**src/rtl/qos_grant_ctrl_pkg.sv**
```systemverilog
// arb_pkg: shared FSM state encoding and id-width helper for the stream arbiter.
package arb_pkg;
  typedef enum logic [1:0] {IDLE, CALC, SELECT, XFER} state_e;
  function automatic int id_width(input int n);
    return n > 1 ? $clog2(n) : 1;
  endfunction
endpackage

```
**src/rtl/qos_grant_ctrl_rr_pick.sv**
```systemverilog
// rr_pick: first set candidate at or above rr_ptr, wrapping modulo N.
module rr_pick #(
  parameter int N = 2,
  parameter int W = 1
) (
  input  logic [N-1:0] cand,
  input  logic [W-1:0] rr_ptr,
  output logic [W-1:0] gnt,
  output logic         found
);
  // Scan from the farthest offset down so the nearest hit wins.
  always_comb begin
    gnt = rr_ptr;
    for (int k = N - 1; k >= 0; k--)
      if (cand[(int'(rr_ptr) + k) % N]) gnt = W'((int'(rr_ptr) + k) % N);
    found = |cand;
  end
endmodule

```
**src/rtl/qos_grant_ctrl.sv**
```systemverilog
// qos_grant_ctrl: grants the max-QoS stream (round-robin on ties) and passes its packet to the master port.
module qos_grant_ctrl
  import arb_pkg::*;
#(
  parameter int T_DATA_WIDTH = 8,
  parameter int T_QOS__WIDTH = 4,
  parameter int STREAM_COUNT = 2,
  parameter int T_ID___WIDTH = id_width(STREAM_COUNT)
) (
  input  logic                    clk,
  input  logic                    rst_n,
  input  logic [T_DATA_WIDTH-1:0] s_data_i [STREAM_COUNT],
  input  logic [T_QOS__WIDTH-1:0] s_qos_i  [STREAM_COUNT],
  input  logic [STREAM_COUNT-1:0] s_last_i,
  input  logic [STREAM_COUNT-1:0] s_valid_i,
  output logic [STREAM_COUNT-1:0] s_ready_o,
  input  logic [T_QOS__WIDTH-1:0] max_qos,
  output logic                    can_calc,
  output logic [STREAM_COUNT-1:0] served,
  output logic [T_DATA_WIDTH-1:0] m_data_o,
  output logic [T_ID___WIDTH-1:0] m_id_o,
  output logic                    m_last_o,
  output logic                    m_valid_o,
  input  logic                    m_ready_i
);
  state_e                  state_q, state_d;
  logic [STREAM_COUNT-1:0] served_q, served_d, pending, cand;
  logic [T_ID___WIDTH-1:0] gnt_q, gnt_d, rr_q, rr_d, pick;
  logic [T_DATA_WIDTH-1:0] m_data_q, m_data_d;
  logic                    m_last_q, m_last_d, found, xfer;

  assign xfer      = state_q == XFER;
  assign pending   = s_valid_i & ~served_q;
  assign can_calc  = state_q == CALC;
  assign served    = served_q;
  assign m_id_o    = gnt_q;
  assign m_valid_o = xfer & s_valid_i[gnt_q];
  assign m_data_o  = xfer ? s_data_i[gnt_q] : m_data_q;
  assign m_last_o  = xfer ? s_last_i[gnt_q] : m_last_q;
  assign m_data_d  = m_data_o;
  assign m_last_d  = m_last_o;

  always_comb begin
    cand = '0;
    for (int i = 0; i < STREAM_COUNT; i++)
      cand[i] = pending[i] & (s_qos_i[i] == max_qos);
  end

  rr_pick #(.N(STREAM_COUNT), .W(T_ID___WIDTH)) u_pick (
    .cand  (cand),
    .rr_ptr(rr_q),
    .gnt   (pick),
    .found (found)
  );

  always_comb begin
    state_d   = state_q;
    served_d  = served_q;
    gnt_d     = gnt_q;
    rr_d      = rr_q;
    s_ready_o = '0;
    case (state_q)
      IDLE:   if (|pending) state_d = CALC;
              else if (|(s_valid_i & served_q)) served_d = '0;
      CALC:   state_d = SELECT;
      SELECT: begin
        state_d = found ? XFER : IDLE;
        gnt_d   = found ? pick : gnt_q;
      end
      XFER: begin
        s_ready_o[gnt_q] = m_ready_i;
        if (m_valid_o && m_ready_i && s_last_i[gnt_q]) begin
          served_d[gnt_q] = 1'b1;
          rr_d    = (int'(gnt_q) == STREAM_COUNT - 1) ? '0 : gnt_q + 1'b1;
          state_d = IDLE;
        end
      end
      default: state_d = IDLE;
    endcase
  end

  always_ff @(posedge clk or posedge rst_n)
    if (rst_n) begin
      state_q  <= IDLE;
      served_q <= '0;
      gnt_q    <= '0;
      rr_q     <= '0;
      m_data_q <= '0;
      m_last_q <= 1'b0;
    end else begin
      state_q  <= state_d;
      served_q <= served_d;
      gnt_q    <= gnt_d;
      rr_q     <= rr_d;
      m_data_q <= m_data_d;
      m_last_q <= m_last_d;
    end
endmodule

```
**config.mk**
```make
export PLATFORM = sky130hd
export DESIGN_NAME = qos_grant_ctrl
export DESIGN_NICKNAME = d
export VERILOG_FILES = /design/src/rtl/qos_grant_ctrl_pkg.sv /design/src/rtl/qos_grant_ctrl_rr_pick.sv /design/src/rtl/qos_grant_ctrl.sv
export SDC_FILE = /design/constraint.sdc
export NUM_CORES = 1
export LEC_CHECK = 0
export CAP_MARGIN = 20
export CORE_AREA = 2 2 51 53
export CTS_BUF_LIST = sky130_fd_sc_hd__clkbuf_8
export DETAILED_ROUTE_END_ITERATION = 10
export DIE_AREA = 0 0 53 55
export GPL_ROUTABILITY_DRIVEN = 0
export PLACE_DENSITY_LB_ADDON = 0.15
export SETUP_SLACK_MARGIN = 0.3
export SLEW_MARGIN = 20
export SYNTH_ARGS = -nofsm -noshare
export SYNTH_HDL_FRONTEND = slang
export SYNTH_SLANG_ARGS = --single-unit
```
**constraint.sdc**
```tcl
create_clock -name clk -period 1.6 [get_ports clk]
set_input_delay 0.16 -clock clk [delete_from_list [all_inputs] [get_ports clk]]
set_output_delay 0.16 -clock clk [all_outputs]
set_load 0.01 [all_outputs]
```
=== After elaboration in Yosys (flattened, before gate mapping) ===
Index checks and enable logic that the tools add are counted.

* Input port bits: 35
* Memory bits (read-only): 0
* Output and inout bits: 16
* Memory bits (writable): 0
* Memories: 0
* Logic and storage cells: 72
* Flip-flop bits (word level): 15
* Bits in latches: 0

* Muxes and demuxes: 28
* Div/mod/pow operators: 0
* $add $sub $neg: 2
* Equal/unequal tests: 9
* Reductions and logical operators: 12
* Shifts and indexed selects: 0
* $lt $le $gt $ge: 5
* $mul: 0
* Bitwise gates (word level): 10

{| class="wikitable"
|+ Operator list
! cell !! number
|-
| $mux 8 || 4
|-
| $mux 1 || 14
|-
| $mux 2 || 7
|-
| $eq 4x4->1 || 2
|-
| $pmux 2 s4 || 1
|-
| $and 2x2->2 || 3
|-
| $ne 2x2->1 const B || 3
|-
| $reduce_and 2->1 || 3
|-
| $reduce_or 2->1 || 3
|-
| $eq 2x2->1 const B || 2
|-
| $lt 1x2->1 const B || 2
|-
| $pmux 2 s2 || 1
|-
| $reduce_and 4->1 || 1
|-
| $and 1x1->1 || 3
|-
| $logic_and 1x1->1 || 3
|-
| $lt 2x3->1 const B || 1
|-
| $add 1x1->1 const B || 2
|-
| $eq 2x1->1 const B || 1
|-
| $ge 2x2->1 const B || 1
|-
| $logic_not 2->1 || 1
|-
| $ne 2x1->1 const B || 1
|-
| $not 1->2 || 1
|-
| $not 2->2 || 1
|-
| $or 2x2->2 || 1
|-
| other kinds (4) || 4
|}

=== Longest topological paths before layout ===
Gate-level depths: netlist (run 1).

* Word-level depth: 8
* Depth in mapped cells: 5
* Mapped depth without buffers: 4

=== Hierarchy ===
Synthesis (run 1) repeated with hierarchy kept, for this count alone.

* Cell total of the unflattened synthesis: 94
* Area, all modules: 889.6 sq um

{| class="wikitable"
|+ By module, submodules not included
! module !! instances !! cells an instance !! seq. area each (sq um) !! area an instance (sq um)
|-
| qos_grant_ctrl || 1 || 90 || 375.4 || 870.8
|-
| rr_pick || 1 || 4 || 0.0 || 18.8
|}

=== Worst setup path after synthesis (run 1) ===
No wires, ideal clock.

* Path kind: register to output
* Start: reg gnt_q, in the netlist m_id_o
* End: out m_data_o[0]
* Data required time: 1440 ps
* Arrival time: 1157 ps
* Path buffers: 2
* Cell stages (with the launch flop): 5
* Setup slack: 283 ps
* Cells stage by stage: dfrtp_1 buf_2 buf_2 mux2i_1 a21oi_1

* Cells in the longest elaborated chain, start to end: 5

{| class="wikitable"
|+ Ends and longest elaborated chain
! element !! RTL line !! text
|-
| from (decl) || qos_grant_ctrl.sv:28 || <nowiki>logic [T_ID___WIDTH-1:0] gnt_q, gnt_d, rr_q, rr_d, pick;</nowiki>
|-
| from (signal assigned) || qos_grant_ctrl.sv:93 || <nowiki>gnt_q <= gnt_d;</nowiki>
|-
| $not 1->2 (not written as such) || qos_grant_ctrl.sv:38 || <nowiki>assign m_data_o = xfer ? s_data_i[gnt_q] : m_data_q;</nowiki>
|-
| $mux 8 (not written as such) (3 in series) || qos_grant_ctrl.sv:38 ||
|-
| $mux 8 || qos_grant_ctrl.sv:38 ||
|-
| to (decl) || qos_grant_ctrl.sv:20 || <nowiki>output logic [T_DATA_WIDTH-1:0] m_data_o,</nowiki>
|}

No other way between the ends. The select of a mux whose other input is x is not followed.

=== Worst setup path after layout (run 1) ===
* Start: reg gnt_q, in the netlist m_id_o
* End: out m_valid_o

* Cells in the longest elaborated chain, start to end: 3

{| class="wikitable"
|+ Ends and longest elaborated chain
! element !! RTL line !! text
|-
| $mux 1 (not written as such) (2 in series) || qos_grant_ctrl.sv:37 || <nowiki>assign m_valid_o = xfer & s_valid_i[gnt_q];</nowiki>
|-
| $and 1x1->1 || qos_grant_ctrl.sv:37 ||
|-
| to (decl) || qos_grant_ctrl.sv:23 || <nowiki>output logic m_valid_o,</nowiki>
|}

No other way between the ends. The select of a mux whose other input is x is not followed.

==> results.yml, run 1 <==
synthesis:
  syn_area_um2: 893
  avgSynthCellArea_um2: 9.93
  yosysWarnings: 0
  synth.area.top_cells: "dfrtp_1, mux2i_1, xor2_1"
  ys_ff_latch: 15
  syn_inst: 90
  syn_nets: 125
  synth.distinct_cells: 29
  synth_top_area_share_pct: 42.0
  yosys.area.top_type: "dfrtp_1"
  seq_area_frac_synth_pct: 42.0
clock_network:
  cts_buffer_depth: 2
  h-tree-depth: 1
  cts_sinks: 15
  clockRootBuffer: "clkbuf_8"
  hold_buffers: 0
  cts_tree: "built"
  clk_latency_ps: 240
  clk_pin_slew_ps: 60
  cts_buffers: 3
final_layout:
  register_area_um2: 375
  area_delta_synth_final_pct: 96.9
  fillCellCount: 182
  multiInputGateArea_um2: 611
  mostFrequentLayoutCell: "clkdlybuf4s50_1"
  fin_nets: 199
  mostFrequentLayoutCells: "clkdlybuf4s50_1, dfrtp_1, buf_2"
  layout-drive-gt1-share_pct: 44.8
  antenna_cells: 0
  final_area_um2: 1760
placement:
  place_ws_ps: -39.5
  placed_area_um2: 1530
  hpwl_mm: 1.80
  port_buffers: 50
detailed_routing:
  dr.first_iter.drc_count: 9
  avgRoutedWirePerCell_um: 14.0
  drc: 0
  wirelength_mm: 2.71
  vias_per_cell: 4.80
  via_count: 927
  ant_nets: 0
  drt_first_pass_iters: 4
die:
  dieArea_um2: 2920
  die_y_um: 55
  die_x_um: 53
  num_rows: 18
  pin_count: 51
  core_um2: 2360
  start_util_pct: 37.8
sta:
  clock-skew-final_ps: 5.88
  rsz0062_at_grt: "true"
  fin_ws_ps: 110
  worst_pin_slew_ps: 583
  finalSetupViolCount: 0
  fmax_mhz: 671
  finalCriticalPeriod_ps: 1490
  relSlewSlack_pct: 61.1
  slew_viol_final: 0
  fin_crit_sh_pct: 93.1
  hold_viol_final: 0
critical_path:
  crit_chain: "buf_6 > buf_6 > mux2i_2 > nor2b_1 > buf_2"
  cpMostUsedCell: "buf_6"
  arrival_ps: 1330
  crit_required_ps: 1440
  r2r_start: "m_id_o$_DFFE_PP0P_"
  cp_num_buf_inv: 3
  cp_max_fo: 5
  startpoint_type: "flip-flop"
  crit_path_end_kind: "primary output"
  cp_top_family: "buffers and inverters"
  cp_slowest_cell: "dfrtp_1"
  critPathLaunch: "m_id_o$_DFFE_PP0P_"
  path_class: "reg2out"
  slowest_delay_ps: 400
power_and_ir_drop:
  power.density_nw_per_um2: 1700
  p_leak_nw: 0.757
  ir_worst_vdd_mv: 1.02
global_routing:
  grt_max_degree: 16
  antenna_found_initial: 0
  grt_usage_pct: 17.6
  grt_first_pass_wirelength_mm: 3.82
  grt_pass1_vias: 890
  grt-ovfl-total: 0
run_status:
  outcome: "completed"
worst_hold_path:
  hold_class: "in2async"
flow_run:
  maxCapViolations: 0
==> routing by layer <==
layer / GRT usage (%) / wire (um) / vias to the layer above
met5: 0 / 0 / -
met2: 34.4 / 1450 / 31
li1: - / - / 459
met4: 2.56 / 40 / 0
met3: 2.42 / 142 / 4
met1: 20.8 / 1080 / 433
==> cells by family after synthesis <==
| family | synth area share (%) |
|---|---|
| xor gates and xnor gates | 7.84 |
| buffers and inverters | 4.34 |
| and+or+nand+nor | 16.9 |
| AOI/OAI and AO/OA | 17.6 |
| DFF | 42.0 |
| muxes | 11.2 |
==> worst paths after layout <==
check	cells past startpoint	slack (ps)	to
hold reg to reg	2	520	m_data_q[2]$_DFF_PP0_
hold / removal	2	290	m_data_q[6]$_DFF_PP0_
max in group asynchronous	2	930	m_id_o$_DFFE_PP0P_
min in group clk	3	350	served[1]$_DFFE_PP0P_
setup reg to reg	7	180	state_q[0]$_DFFE_PP0P_
setup / recovery	5	110	m_valid_o
==> registers in the layout (all words and copies together) (netlist names) <==
register	count
served	2
m_last_q	1
rr_q	1
m_data_q	8
state_q	2
m_id_o	1
==> power by group <==
part | internal [mW] | switching (mW)
clock network | 0.169 | 0.125
registers | 0.561 | 0.0793
logic | 1.14 | 0.913
==> synth_stat cells <==
master / number
nand4_1: 1
and2b_1: 1
o21ai_0: 1
nand3b_1: 1
mux2i_1: 10
nand2_1: 1
nor3_4: 1
and2_1: 1
xnor2_1: 2
inv_1: 5
a31oi_1: 2
o21a_1: 2
o311ai_2: 1
nor2_1: 12
buf_2: 4
nor2_2: 1
a2111oi_4: 1
xor2_1: 6
nand3_1: 2
a21oi_1: 10
and3_4: 1
o21bai_1: 1
a21o_1: 1
nor3_1: 1
nor2b_1: 3
and3_2: 1
a21boi_2: 1
dfrtp_1: 15
o21ai_1: 1
==> area by class of cell <==
class,count,share of cell area [%]
clock buffer,3,2.35
timing repair buffer,73,38.1
multi-input combinational,66,34.7
sequential,15,21.3
inverter,5,1.21
clock inverter,1,0.213
tap,30,2.13
==> per-stage QoR <==
step / cells / setup TNS (ps) / hold WS, ps / power (mW) / utilization [%]
global placement: 174 / -29.1 / 500 / 2.21 / 64.6
finish: 193 / 0 / 289 / 2.98 / 74.4
floorplan: 90 / 0 / 61.5 / 1.46 / -
global route: 193 / 0 / 337 / 3.17 / 74.4
CTS: 188 / 0 / 307 / 2.72 / 70.2
detailed placement: 174 / -144 / 505 / 2.25 / 64.6
==> timing repair <==
item	CTS	global route
endpoints found under the hold margin	0	0
resized for setup	72	18
buffers inserted	10	5
gates cloned	0	0
pin swaps	8	5
setup endpoints to repair	16	19
No activity file was read; power rests on OpenSTA's default activity.
==> run 2, diff against run 1 <==
Settings changed: CAP_MARGIN 20 to unset.
==> results of run 2 <==
The final DEF is identical to that of run 1; final timing and power are the same.
